[config.mk]
export PLATFORM = sky130hd
export DESIGN_NAME = spi_master_flat
export DESIGN_NICKNAME = d
export VERILOG_FILES = /design/src/rtl/spi_master_if.sv /design/src/rtl/spi_master.sv /design/src/flat_wrapper.sv
export SDC_FILE = /design/constraint.sdc
export NUM_CORES = 1
export LEC_CHECK = 0
export ABC_AREA = 1
export CAP_MARGIN = 30
export CORE_MARGIN = 4
export CORE_UTILIZATION = 53
export CTS_BUF_LIST = sky130_fd_sc_hd__clkbuf_4
export CTS_CLUSTER_SIZE = 30
export DETAILED_ROUTE_END_ITERATION = 10
export DONT_BUFFER_PORTS = 1
export MAX_ROUTING_LAYER = met4
export PLACE_DENSITY = 0.75
export SLEW_MARGIN = 20
export SYNTH_ARGS = -nofsm -noshare
export SYNTH_HDL_FRONTEND = slang
export SYNTH_SLANG_ARGS = --single-unit
export TNS_END_PERCENT = 20
[constraint.sdc]
create_clock -name clk -period 2 [get_ports clk]
set_clock_uncertainty 0.1 [all_clocks]
set_input_delay 0.4 -clock clk [delete_from_list [all_inputs] [get_ports clk]]
set_output_delay 0.4 -clock clk [all_outputs]
set_load 0.02 [all_outputs]
[src/rtl/spi_master_if.sv]
// Bus between an SPI master and its client: word request/hold, serial pins, receive result.
// The master modport is the spi_master view; slave is the view of whatever drives it.
interface spi_master_if #(
    parameter int DATA_W = 8
);
    logic [DATA_W-1:0] data;
    logic              data_ready;
    logic              en;
    logic              hold;
    logic              sdi;
    logic              sdo;
    logic              sclk;
    logic              cs;
    logic [DATA_W-1:0] rx_data;
    logic              done;
    logic              busy;

    modport master (
        input  data, data_ready, en, hold, sdi,
        output sdo, sclk, cs, rx_data, done, busy
    );

    modport slave (
        output data, data_ready, en, hold, sdi,
        input  sdo, sclk, cs, rx_data, done, busy
    );
endinterface

[src/rtl/spi_master.sv]
// SPI master: one DATA_W word per accepted request, CPOL/CPHA/bit order fixed by parameters.
// Latency: done pulses CLK_DIV*(1+2*DATA_W)+1 cycles after acceptance; all outputs registered.
// Backpressure: requests arriving while busy are dropped, never queued; hold keeps cs low between words.
module spi_master #(
    parameter int DATA_W    = 8,
    parameter int CLK_DIV   = 2,
    parameter bit CPOL      = 1'b0,
    parameter bit CPHA      = 1'b0,
    parameter bit MSB_FIRST = 1'b1
) (
    input  logic         clk,
    input  logic         rst,
    spi_master_if.master bus
);
    localparam int DIV_W = (CLK_DIV > 1) ? $clog2(CLK_DIV) : 1;
    localparam int BIT_W = $clog2(DATA_W);
    localparam logic [DIV_W-1:0] DIV_LAST = DIV_W'(CLK_DIV - 1);
    localparam logic [BIT_W-1:0] BIT_LAST = BIT_W'(DATA_W - 1);

    typedef enum logic [1:0] {IDLE, SETUP, SHIFT, WAIT} state_t;

    state_t            state_q, state_d;
    logic [DIV_W-1:0]  div_q, div_d;
    logic [BIT_W-1:0]  bit_q, bit_d;
    logic              half_q, half_d;
    logic [DATA_W-1:0] tx_q, tx_d;
    logic [DATA_W-1:0] rx_sh_q, rx_sh_d;
    logic              hold_q, hold_d;
    logic              cs_q, cs_d;
    logic              sclk_q, sclk_d;
    logic              sdo_q, sdo_d;
    logic              done_q, done_d;
    logic              busy_q, busy_d;
    logic [DATA_W-1:0] rx_data_q, rx_data_d;
    logic              accept;

    function automatic logic tx_bit(input logic [DATA_W-1:0] w, input logic [BIT_W-1:0] k);
        logic [BIT_W-1:0] idx;
        idx = MSB_FIRST ? (BIT_LAST - k) : k;
        return w[idx];
    endfunction

    function automatic logic [DATA_W-1:0] shift_in(input logic [DATA_W-1:0] r, input logic b);
        return MSB_FIRST ? {r[DATA_W-2:0], b} : {b, r[DATA_W-1:1]};
    endfunction

    assign accept = bus.data_ready && bus.en;

    always_comb begin
        state_d   = state_q;
        div_d     = div_q;
        bit_d     = bit_q;
        half_d    = half_q;
        tx_d      = tx_q;
        rx_sh_d   = rx_sh_q;
        hold_d    = hold_q;
        cs_d      = cs_q;
        sclk_d    = sclk_q;
        sdo_d     = sdo_q;
        done_d    = 1'b0;
        busy_d    = busy_q;
        rx_data_d = rx_data_q;

        case (state_q)
            IDLE, WAIT: begin
                if (accept) begin
                    state_d = SETUP;
                    div_d   = '0;
                    tx_d    = bus.data;
                    hold_d  = bus.hold;
                    cs_d    = 1'b0;
                    sclk_d  = CPOL;
                    sdo_d   = CPHA ? 1'b0 : tx_bit(bus.data, '0);
                    busy_d  = 1'b1;
                end else if (state_q == IDLE || !bus.hold) begin
                    state_d = IDLE;
                    cs_d    = 1'b1;
                end
            end
            SETUP: begin
                if (div_q == DIV_LAST) begin
                    state_d = SHIFT;
                    div_d   = '0;
                    half_d  = 1'b0;
                    bit_d   = '0;
                end else begin
                    div_d = div_q + 1'b1;
                end
            end
            SHIFT: begin
                if (div_q != DIV_LAST) begin
                    div_d = div_q + 1'b1;
                end else if (!half_q) begin
                    // Leading edge of the current bit.
                    div_d  = '0;
                    half_d = 1'b1;
                    sclk_d = ~CPOL;
                    if (CPHA) sdo_d   = tx_bit(tx_q, bit_q);
                    else      rx_sh_d = shift_in(rx_sh_q, bus.sdi);
                end else begin
                    // Trailing edge; on the last bit this edge is also the done cycle.
                    div_d  = '0;
                    half_d = 1'b0;
                    sclk_d = CPOL;
                    if (CPHA) rx_sh_d = shift_in(rx_sh_q, bus.sdi);
                    if (bit_q == BIT_LAST) begin
                        done_d    = 1'b1;
                        busy_d    = 1'b0;
                        sdo_d     = 1'b0;
                        rx_data_d = rx_sh_d;
                        if (hold_q) begin
                            state_d = WAIT;
                        end else begin
                            state_d = IDLE;
                            cs_d    = 1'b1;
                        end
                    end else begin
                        bit_d = bit_q + 1'b1;
                        if (!CPHA) sdo_d = tx_bit(tx_q, bit_q + 1'b1);
                    end
                end
            end
            default: begin
                state_d = IDLE;
                cs_d    = 1'b1;
                sclk_d  = CPOL;
                sdo_d   = 1'b0;
                busy_d  = 1'b0;
            end
        endcase
    end

    always_ff @(posedge clk) begin
        if (rst) begin
            state_q   <= IDLE;
            div_q     <= '0;
            bit_q     <= '0;
            half_q    <= 1'b0;
            tx_q      <= '0;
            rx_sh_q   <= '0;
            hold_q    <= 1'b0;
            cs_q      <= 1'b1;
            sclk_q    <= CPOL;
            sdo_q     <= 1'b0;
            done_q    <= 1'b0;
            busy_q    <= 1'b0;
            rx_data_q <= '0;
        end else begin
            state_q   <= state_d;
            div_q     <= div_d;
            bit_q     <= bit_d;
            half_q    <= half_d;
            tx_q      <= tx_d;
            rx_sh_q   <= rx_sh_d;
            hold_q    <= hold_d;
            cs_q      <= cs_d;
            sclk_q    <= sclk_d;
            sdo_q     <= sdo_d;
            done_q    <= done_d;
            busy_q    <= busy_d;
            rx_data_q <= rx_data_d;
        end
    end

    assign bus.sdo     = sdo_q;
    assign bus.sclk    = sclk_q;
    assign bus.cs      = cs_q;
    assign bus.done    = done_q;
    assign bus.busy    = busy_q;
    assign bus.rx_data = rx_data_q;
endmodule

[src/flat_wrapper.sv]
// flat-port wrapper written by rule: the top's interface ports become plain ports
module spi_master_flat 
#(
    parameter int DATA_W    = 8,
    parameter int CLK_DIV   = 2,
    parameter bit CPOL      = 1'b0,
    parameter bit CPHA      = 1'b0,
    parameter bit MSB_FIRST = 1'b1
)
  (clk, rst, bus_data, bus_data_ready, bus_en, bus_hold, bus_sdi, bus_sdo, bus_sclk, bus_cs, bus_rx_data, bus_done, bus_busy);
  spi_master_if #(.DATA_W(DATA_W)) bus_i ();
  input  logic clk;
  input  logic rst;
  input wire logic [$bits(bus_i.data)-1:0] bus_data;
  input wire logic [$bits(bus_i.data_ready)-1:0] bus_data_ready;
  input wire logic [$bits(bus_i.en)-1:0] bus_en;
  input wire logic [$bits(bus_i.hold)-1:0] bus_hold;
  input wire logic [$bits(bus_i.sdi)-1:0] bus_sdi;
  output wire logic [$bits(bus_i.sdo)-1:0] bus_sdo;
  output wire logic [$bits(bus_i.sclk)-1:0] bus_sclk;
  output wire logic [$bits(bus_i.cs)-1:0] bus_cs;
  output wire logic [$bits(bus_i.rx_data)-1:0] bus_rx_data;
  output wire logic [$bits(bus_i.done)-1:0] bus_done;
  output wire logic [$bits(bus_i.busy)-1:0] bus_busy;
  assign bus_i.data = bus_data;
  assign bus_i.data_ready = bus_data_ready;
  assign bus_i.en = bus_en;
  assign bus_i.hold = bus_hold;
  assign bus_i.sdi = bus_sdi;
  assign bus_sdo = bus_i.sdo;
  assign bus_sclk = bus_i.sclk;
  assign bus_cs = bus_i.cs;
  assign bus_rx_data = bus_i.rx_data;
  assign bus_done = bus_i.done;
  assign bus_busy = bus_i.busy;
  spi_master #(.DATA_W(DATA_W), .CLK_DIV(CLK_DIV), .CPOL(CPOL), .CPHA(CPHA), .MSB_FIRST(MSB_FIRST)) u_core (.clk(clk), .rst(rst), .bus(bus_i));
endmodule
* After elaboration in Yosys (flattened, before gate mapping) *
Index checks and enable logic that the tools add are counted.

word-level totals
  bits in registers = 37
  bits in latches = 0
  bits in writable memories = 0
  ROM bits = 0
  bits of input ports = 14
  logic and storage cells = 92
  memories kept = 0

cells by class
  add/subtract/negate cells = 3
  multipliers = 0
  divide/modulo/power cells = 0
  magnitude comparators = 1
  eq/ne operators = 12
  shift operators = 0
  muxes and demuxes = 41
  bitwise operators = 3
  reductions and logical operators = 19

operator list
  kind                                                    count
  two-way mux 1 bit                                       21
  AND reduction 5 bit                                     3
  two-way mux 2 bit                                       7
  two-way mux 3 bit                                       4
  case mux 1 bit (2 select lines)                         6
  inequality test 2 x 1 -> 1 bit (second input constant)  5
  AND reduction 3 bit                                     3
  AND reduction 4 bit                                     2
  case mux 2 bit (3 select lines)                         1
  case mux 3 bit (2 select lines)                         1
  AND reduction 6 bit                                     1
  == test 2 bit (second input constant)                   2
  < comparator 3 x 4 -> 1 bit (second input constant)     1
  inequality test 2 bit (second input constant)           2
  nonzero test 2 bit                                      2
  OR reduction 2 bit                                      2
  OR reduction 4 bit                                      1
  adder 3 x 1 -> 3 bit (second input constant)            1
  binary-select mux 1 bit (select 3 bit)                  1
  == test 3 bit (second input constant)                   1
  inequality test 3 x 1 -> 1 bit (second input constant)  1
  inverter 1 bit                                          3
  subtractor 3 bit (first input constant)                 1
  == test 2 x 1 -> 1 bit (second input constant)          1
  6 further kinds                                         6

* Logic depth before layout (Yosys ltp) *
Gate-level depths: netlist (run 1).

  depth after elaboration = 8
  mapped depth = 10
  mapped depth without buffers = 9

* Least setup slack after synthesis (run 1) *
Ideal clock, no wire load.

  path type = register -> register
  start = register u_core.state_q[0]
  end = register u_core.tx_q[0]
  setup time = 0.119 ns
  data arrival time = 1.356 ns
  required time = 1.781 ns
  path slack = 0.425 ns
  cell stages (with the launch flop) = 8
  path buffers = 1
  path through = dfxtp_1 -> inv_1 -> ha_1 -> nor2_2 -> inv_2 -> buf_4 -> o21ai_0 -> a21oi_1

between the ends
  longest elaborated chain between the ends = 3
  elaborated cells on any way between the ends = 4
  classes of those cells = eq/ne: 1; reduce/logical: 3

RTL lines
  what                                                     RTL line           RTL
  start: declaration                                       spi_master.sv:22   state_t state_q, state_d;
  start signal: assignment                                 spi_master.sv:149  state_q <= state_d;
  == test 2 bit / zero test 2 bit (equally long branches)  spi_master.sv:64   case (state_q)
  OR reduction 2 bit (*)                                   spi_master.sv:64
  AND reduction 2 bit (no source line) (*)                 n/a
  end signal: assignment                                   spi_master.sv:153  tx_q <= tx_d;
  end: declaration                                         spi_master.sv:26   logic [DATA_W-1:0] tx_q, tx_d;

Mark *: on every way between the ends. The rest lies on a longest branch, timed or not.
A chain may end at the register's enable or synchronous reset.

* Worst setup path in the final report (run 1) *
  start = register u_core.state_q[0]
  end = register u_core.rx_sh_q[0]

between the ends
  longest elaborated chain between the ends = 2

RTL lines
  what                                  RTL line           RTL
  == test 2 bit                         spi_master.sv:64
  AND reduction 3 bit (no source line)  n/a
  end signal: assignment                spi_master.sv:154  rx_sh_q <= rx_sh_d;
  end: declaration                      spi_master.sv:27   logic [DATA_W-1:0] rx_sh_q, rx_sh_d;

No other way between the ends.

==> results of run 1 <==
-- logic make-up after synthesis --
logic type,Yosys count,share of synthesized area (%)
AOI/OAI and AO/OA,62,19.3
adders and majority gates,5,3.74
buffers and inverters,39,10.6
DFF,37,44.3
and+or+nand+nor,67,22.1
-- power groups by stage --
stage | Sequential [mW] | Combinational (mW) | Clock [mW]
floorplan | 0.935 | 0.593 | 0
global placement | 0.942 | 0.684 | 0
detailed placement | 0.944 | 0.696 | 0
CTS | 0.928 | 0.699 | 0.399
global route | 0.941 | 0.810 | 0.423
finish | 0.927 | 0.698 | 0.387
-- layout by cell type (no fill, tap or decap), types with 3 or more instances in the layout --
| master | n |
|---|---|
| dfxtp_1 | 37 |
| a21oi_1 | 29 |
| inv_2 | 7 |
| nand4_1 | 3 |
| nor2_1 | 13 |
| nand2_1 | 27 |
| buf_4 | 3 |
| inv_1 | 25 |
| o21ai_0 | 23 |
| nand2_4 | 4 |
| ha_1 | 5 |
| nand3_2 | 3 |
| o21ai_1 | 7 |
| nand3_1 | 7 |
| clkbuf_4 | 6 |
| nor2_4 | 5 |
-- layer usage --
layer,wire length (um),global-route usage (%)
met4,55,7.12
met2,1340,25.8
met1,1460,20.8
met3,137,4.04
met5,0,-
-- worst max-delay path, cell delays in order, from the launching register on --
cell     delay [ns]
dfxtp_1        0.33
inv_1          0.09
ha_1           0.49
nand2_4        0.13
nor2_4         0.28
inv_1          0.09
o21ai_0        0.15
a21oi_1        0.05
-- worst max-delay path by stage --
stage / from / to / slack (ns)
3_5_place_dp: u_core.state_q[0] / u_core.rx_sh_q[0] / 0.19
2_1_floorplan: u_core.state_q[0] / u_core.tx_q[0] / 0.42
6_report: u_core.state_q[0] / u_core.rx_sh_q[0] / 0.17
4_1_cts: u_core.state_q[0] / u_core.rx_sh_q[0] / 0.16
3_3_place_gp: u_core.state_q[0] / u_core.rx_sh_q[0] / 0.26
5_1_grt: u_core.state_q[0] / u_core.bus.rx_data[2] / 0.04
-- cells in the mapped netlist --
master,n
o21ai_1,7
ha_1,5
buf_4,2
nand2_2,2
nand3_2,3
a21oi_1,29
inv_1,25
nand4_1,3
dfxtp_1,37
inv_2,7
nand2_4,4
buf_6,3
o21ai_0,23
nand2_1,27
clkbuf_1,2
nor2_2,1
nor2_1,13
nor2_4,5
o211ai_1,1
nand3b_1,2
a211oi_2,1
o21a_1,1
nand3_1,7
-- area by class of cell --
| class | count | area (sq um) |
|---|---|---|
| flip-flops and latches | 37 | 741 |
| clock buffers | 6 | 45.0 |
| clock inverters | 2 | 10.0 |
| inverters | 32 | 120 |
| multi-input cells | 134 | 754 |
| fillers | 275 | 1270 |
| repair buffers | 4 | 32.5 |
| well taps | 44 | 55.1 |
-- state kept, by name, indices dropped and copies added, names as in the netlist, 2 cells and up --
name,flops
u_core.tx_q,8
u_core.bus.rx_data,8
u_core.bit_q,3
u_core.state_q,2
u_core.rx_sh_q,8
-- metrics by stage --
step                      cells  area, sq um  hold slack (ns)  setup slack [ns]  power [mW]
after floorplan             210         1670            0.329             0.425        1.53
after global placement      250         1690            0.348             0.261        1.63
after detailed placement    250         1690            0.352             0.188        1.64
after CTS                   258         1750          0.00337             0.165        2.03
after global routing        259         1760          0.00761            0.0380        2.17
final                       259         1760           0.0152             0.172        2.01
==> results.cfg, run 1 <==
[routing]
initialDrtViolationCount = 69
vias_per_cell = 5.05
vias = 1309
post_drt_wl_per_cell_um = 11.5
drt-total-wl_um = 2990
first_pass_iters = 4
post-route-drc-count = 0
ant_nets = 0

[global_routing]
grt_pass1_wl_um = 5380
grt_usage_pct = 16.7
grt_start_max_net_pins = 18
grt_pass1_vias = 1273
antenna_found_initial = 0
grt_overflow = 0

[job]
drv_cap = 0

[cts]
cts_root_buf = clkbuf_4
cts_max_level = 2
cts_buffer_depth = 2
clock-sinks = 37
clk_latency_ns = 0.34
hold_buffers = 0
numCtsBuffers = 5
path_clk_slew_ns = 0.11
cts_setup_buffers = 0
cts_resized = 0
tritoncts = yes

[hold_path]
worstHoldEndpoint = u_core.bus.done
hp-start = rst
holdCritPathClass = in -> reg
holdPathStages = 1

[synth]
ys_ff_latch = 37
yosys_warnings = 0
avgSynthCellArea_sq_um = 7.96
yosysTopAreaCell = dfxtp_1
syn_nets = 229
synthTopCellsByArea = dfxtp_1 44%, a21oi_1 8.7%, o21ai_0 6.9%
ys_seq_area_share_pct = 44.3
synth_area_sq_um = 1670
synth_cell_types = 23
netlist_instances = 210
netlist.area_leader.share_pct = 44.3

[timing]
slew_viol_final = 0
setup_tns_ns = 0
slew_headroom_pct = 65.7
finalSetupViolCount = 0
rsz0062_at_grt = no
fin_crit_sh_pct = 91.4
finalCriticalPeriod_ns = 1.83
max_clock_freq_ghz = 0.547
tightestPinTransition_ns = 0.514
hold_violations = 0

[setup_path]
r2r-end = u_core.rx_sh_q[0]
timing.rr.start = u_core.state_q[0]
path_class = reg -> reg
end_kind = register
worstRegToRegCells = 7
r2r_slack_ns = 0.17
required_ns = 2.13
startpoint_type = register
arrival_ns = 1.96
cp_max_fo = 16

[floorplanning]
fp.dieW_um = 64.2
core_area_sq_um = 3030
start_util_pct = 55.2
dieHeight_um = 64.2
ios = 27
dieArea_sq_um = 4120
num_rows = 20

[power_and_ir_drop]
ir_drop_mv = 0.493
powerDensity_nw_per_um2 = 1140
p_switching_mw = 0.775
p_seq_share_pct = 46.1
pwr-share-comb_pct = 34.7
clock_power_share_pct = 19.2
p_int_mw = 1.24
leakage_nw = 0.742
p_sw_share_pct = 38.5

[outcome]
status = finished clean

[layout]
utilization_pct = 58.1
diodes = 0
area_growth_pct = 5.16
drive_gt1_share_pct = 15.8
nets = 233

[placed_design]
hpwl_um = 2180
port_buffers = 0
gp_congestion = 0.829
No activity file was read; power rests on OpenSTA's default activity.
==> run 2: changes to the inputs <==
--- a/config.mk
+++ b/config.mk
@@ -15,6 +15,7 @@
 export DONT_BUFFER_PORTS = 1
 export MAX_ROUTING_LAYER = met4
 export PLACE_DENSITY = 0.75
+export REMOVE_ABC_BUFFERS = 1
 export SLEW_MARGIN = 20
 export SYNTH_ARGS = -nofsm -noshare
 export SYNTH_HDL_FRONTEND = slang
==> run 2 against run 1 <==
Compared with the run above: utilization is 0.37 points lower; flip-flop and latch count stayed put; power shrank 1.4%; wire length up 0.60%.
==> results.cfg, run 2 (same netlist as run 1, synthesis figures left out) <==
[power_and_ir_drop]
ir_drop_mv = 0.531
pwr-share-comb_pct = 34.8
total_power_mw = 1.98
p_seq_share_pct = 46.7
clock_power_share_pct = 18.5
p_int_mw = 1.23
powerDensity_nw_per_um2 = 1140
p_sw_share_pct = 38.0
p_switching_mw = 0.754
leakage_nw = 0.729

[routing]
drt-total-wl_um = 3010
wl_met2_um = 1320
first_pass_iters = 4
vias = 1256
ant_nets = 0
top_layer_used = met4
wirelength_met1_um = 1450
vias_per_cell = 4.89
post_drt_wl_per_cell_um = 11.7
met3WireLength_um = 183
post-route-drc-count = 0
initialDrtViolationCount = 68

[setup_path]
cp_max_fo = 15
timing.rr.start = u_core.state_q[0]
r2r_slack_ns = 0.27
worstRegToRegCells = 6
path_class = reg -> reg
required_ns = 2.13
end_kind = register
r2r-end = u_core.tx_q[0]
crit_slowest_cell = ha_1
arrival_ns = 1.86
startpoint_type = register
cp_slowest_stage_delay_ns = 0.41
crit_path_cell_trace = inv_1 > ha_1 > nor2_2 > inv_2 > o21ai_0 > a21oi_1

[layout]
final_common_cell = dfxtp_1
fill_cells = 283
seqCellArea_sq_um = 741
mostFrequentLayoutCells = 37 x dfxtp_1, 29 x a21oi_1, 27 x nand2_1
nets = 232
utilization_pct = 57.7
area_growth_pct = 4.49
diodes = 0
final_cells = 257
multi_input_area_sq_um = 757
drive_gt1_share_pct = 15.0

[floorplanning]
ios = 27
dieHeight_um = 64.2
core_area_sq_um = 3030
start_util_pct = 55.2
num_rows = 20
dieArea_sq_um = 4120
fp.dieW_um = 64.2

[cts]
cts_root_buf = clkbuf_4
clk_latency_ns = 0.33
path_clk_slew_ns = 0.10
cts_max_level = 2
cts_setup_buffers = 0
cts_buffer_depth = 2
numCtsBuffers = 5
tritoncts = yes
clock-sinks = 37

[global_routing]
grt_overflow = 0
grt_pass1_vias = 1177
grt_pass1_wl_um = 5030
grt_usage_pct = 16.3
antenna_found_initial = 0
grt_start_max_net_pins = 32

[placed_design]
gp_congestion = 0.832
port_buffers = 0
dpl.cell_count = 249
hpwl_um = 2070

[timing]
max_clock_freq_ghz = 0.579
slew_viol_final = 0
hold_violations = 0
tightestPinTransition_ns = 0.304
slew_headroom_pct = 79.7
setup_tns_ns = 0
rsz0062_at_grt = no
finalSetupViolCount = 0
holdWs_ns = 0.0220
fin_crit_sh_pct = 86.3
finalCriticalPeriod_ns = 1.73

[job]
drv_cap = 0

[hold_path]
hp-start = rst
holdPathStages = 1
holdCritPathClass = in -> reg
worstHoldEndpoint = u_core.half_q

[outcome]
status = finished clean
[run 2: per-stage QoR]
step	worst slack (ns)	instance area (sq um)
floorplan	0.386	1620
global placement	0.238	1690
detailed placement	0.189	1690
CTS	0.168	1730
global route	0.125	1750
finish	0.273	1750
[run 2: worst max-delay path, delay by kind of cell, from the launching register on]
| kind | cells | cell delay [ns] |
|---|---|---|
| simple gates | 1 | 0.27 |
| buf+inv | 2 | 0.24 |
| flops | 1 | 0.35 |
| compound gates | 2 | 0.24 |
| fa+ha+maj | 1 | 0.41 |
[run 2: timing repair]
| action | 4_1_cts | 5_1_grt |
|---|---|---|
| setup endpoints to repair | 0 | 1 |
| hold endpoints to repair | 0 | 4 |
| hold buffers | 0 | 1 |
| gates resized for setup | 0 | 1 |
[run 2: how the worst max path moves through the flow]
stage | start | end | slack, ns | cells after the start
2_1_floorplan | u_core.state_q[0] | u_core.rx_sh_q[0] | 0.39 | 7
3_3_place_gp | u_core.state_q[0] | u_core.rx_sh_q[0] | 0.24 | 7
3_5_place_dp | u_core.state_q[0] | u_core.rx_sh_q[0] | 0.19 | 7
4_1_cts | u_core.state_q[0] | u_core.rx_sh_q[0] | 0.17 | 7
5_1_grt | u_core.state_q[0] | u_core.state_q[0] | 0.13 | 7
6_report | u_core.state_q[0] | u_core.tx_q[0] | 0.27 | 6
[run 2: power by group through the flow]
stage                     clock network (mW)  registers (mW)  logic, mW
after floorplan                            0           0.935      0.572
after global placement                     0           0.940      0.677
after detailed placement                   0           0.945      0.681
after CTS                              0.382           0.928      0.685
after global routing                   0.412           0.939      0.791
final                                  0.366           0.926      0.691
[run 2: area by class of cell]
cell class / instances / share of cell area (%)
multi-input cells: 134 / 43.3
flip-flops and latches: 37 / 42.4
inverters: 32 / 6.88
well taps: 44 / 3.15
clock buffers: 6 / 2.58
repair buffers: 3 / 1.43
clock inverters: 1 / 0.215
[run 2: per-layer routing]
metal / track usage, % / up-vias
met4: 7.92 / 0
met1: 20.1 / 539
li1: - / 689
met2: 23.5 / 23
met3: 6.15 / 5
met5: - / -
==> run 3: changes to the inputs <==
--- a/config.mk
+++ b/config.mk
@@ -6,13 +6,14 @@
 export NUM_CORES = 1
 export LEC_CHECK = 0
 export ABC_AREA = 1
-export CAP_MARGIN = 30
+export CAP_MARGIN = 20
 export CORE_MARGIN = 4
 export CORE_UTILIZATION = 53
 export CTS_BUF_LIST = sky130_fd_sc_hd__clkbuf_4
 export CTS_CLUSTER_SIZE = 30
 export DETAILED_ROUTE_END_ITERATION = 10
 export DONT_BUFFER_PORTS = 1
+export GPL_TIMING_DRIVEN = 0
 export MAX_ROUTING_LAYER = met4
 export PLACE_DENSITY = 0.75
 export REMOVE_ABC_BUFFERS = 1
==> run 3 against run 2 <==
Compared with the run above: fmax fell by 4.0%; global-route usage rose by 0.15 points; flip-flop and latch count did not move; wire length rose by 0.53%; cell area fell by 0.29%; via count rose by 2.5%; power fell by 0.41%; non-clock buffer count fell by 1; critical path type unchanged; largest power group unchanged.
==> results.cfg, run 3 (same netlist as run 1, synthesis figures left out) <==
[power_and_ir_drop]
powerDensity_nw_per_um2 = 1130
leakage_nw = 0.719
total_power_mw = 1.98
ir_drop_mv = 0.605

[hold_path]
holdPathStages = 1
hp-start = rst
holdCritPathClass = in -> reg
worstHoldEndpoint = u_core.bus.done

[placed_design]
port_buffers = 0
dp_worst_setup_slack_ns = 0.135
dpl.cell_count = 247
gp_congestion = 0.796
hpwl_um = 2060

[cts]
tritoncts = yes
clock-sinks = 37
cts_buffer_depth = 2
cts_setup_buffers = 0
clk_latency_ns = 0.34
cts_max_level = 2
path_clk_slew_ns = 0.11
cts_root_buf = clkbuf_4
numCtsBuffers = 5

[layout]
nets = 231
drive_gt1_share_pct = 14.2
final_common_cell = dfxtp_1
diodes = 0
mostFrequentLayoutCells = 37 x dfxtp_1, 29 x a21oi_1, 27 x nand2_1
final_cells = 256
area_growth_pct = 4.19

[setup_path]
path_delay_family = flip-flops
end_kind = register
cp_slowest_stage_delay_ns = 0.49
timing.rr.start = u_core.bit_q[0]
startpoint_type = register
r2r-end = u_core.bus.rx_data[2]
crit_slowest_cell = dfxtp_1
cp_max_fo = 15
required_ns = 2.17
r2r_slack_ns = 0.20
worstRegToRegCells = 8
arrival_ns = 1.97
path_class = reg -> reg
crit_path_cell_trace = ha_1 > ha_1 > nand2_4 > inv_2 > nand3_2 > inv_2 > o21ai_0 > a21oi_1
critPathBufInv = 2

[timing]
max_clock_freq_ghz = 0.556
tightestPinTransition_ns = 0.774
hold_violations = 0
setup_tns_ns = 0
worst_slack_ns = 0.202
finalCriticalPeriod_ns = 1.80
fin_crit_sh_pct = 89.9
slew_viol_final = 0
slew_headroom_pct = 48.3
finalSetupViolCount = 0
rsz0062_at_grt = no

[routing]
vias = 1288
first_pass_iters = 4
initialDrtViolationCount = 63
drt-total-wl_um = 3030
vias_per_cell = 5.03
ant_nets = 0
post-route-drc-count = 0
post_drt_wl_per_cell_um = 11.8

[floorplanning]
dieArea_sq_um = 4120
dieHeight_um = 64.2
num_rows = 20
start_util_pct = 55.2
core_area_sq_um = 3030
fp.dieW_um = 64.2
ios = 27

[outcome]
status = finished clean

[global_routing]
grt_pass1_vias = 1183
grt_start_max_net_pins = 32
grt_overflow = 0
antenna_found_initial = 0
grt_usage_pct = 16.5
grt_pass1_wl_um = 5130

[job]
drv_cap = 0
-- run 3: through the flow --
step | cell area [sq um] | utilization (%) | hold slack [ns]
after floorplan | 1620 | - | 0.331
after global placement | 1670 | 55.2 | 0.342
after detailed placement | 1670 | 55.2 | 0.348
after CTS | 1730 | 57.1 | 0.000589
after global routing | 1740 | 57.5 | 0.00810
final | 1740 | 57.5 | 0.0198
-- run 3: worst max path at each step --
stage / start / end / slack, ns / depth (start not counted)
final: u_core.bit_q[0] / u_core.bus.rx_data[2] / 0.20 / 8
after CTS: u_core.state_q[0] / u_core.rx_sh_q[0] / 0.11 / 7
after global routing: u_core.bit_q[0] / u_core.bus.rx_data[2] / 0.008 / 8
after detailed placement: u_core.state_q[0] / u_core.rx_sh_q[0] / 0.14 / 7
after global placement: u_core.state_q[0] / u_core.rx_sh_q[0] / 0.17 / 7
after floorplan: u_core.state_q[0] / u_core.rx_sh_q[0] / 0.39 / 7
-- run 3: routing by layer --
metal	up-vias	track usage, %	part of all wire (%)
met1	564	18.8	47
met5	-	-	0
met3	8	5.27	6.1
met4	0	9.50	2.4
met2	28	25.4	44
li1	688	-	-
-- run 3: cell type report --
cell class                      instances  area, sq um
Inverter                               32          120
Multi-Input combinational cell        134          757
Clock inverter                          2         11.3
Fill cell                             302         1290
Clock buffer                            5         37.5
Sequential cell                        37          741
Timing Repair Buffer                    2         20.0
Tap cell                               44         55.1
-- run 3: power by group --
group | switching, mW | internal (mW) | leakage (nW)
logic | 0.438 | 0.238 | 0.393
registers | 0.0897 | 0.844 | 0.301
clock network | 0.239 | 0.126 | 0.0247
total | 0.768 | 1.21 | 0.719
-- run 3: repair_timing --
action | in CTS | in global routing
hold endpoints to repair | 1 | 3
endpoints found under the setup margin | 0 | 3
hold buffers | 1 | 1
gates resized for setup | 0 | 1
-- run 3: worst register-to-register path, cell delays in order, from the launching register on --
cell and delay [ns]:
dfxtp_1 0.49, ha_1 0.21, ha_1 0.25, nand2_4 0.07, inv_2 0.06, nand3_2 0.08
inv_2 0.21, o21ai_0 0.11, a21oi_1 0.16
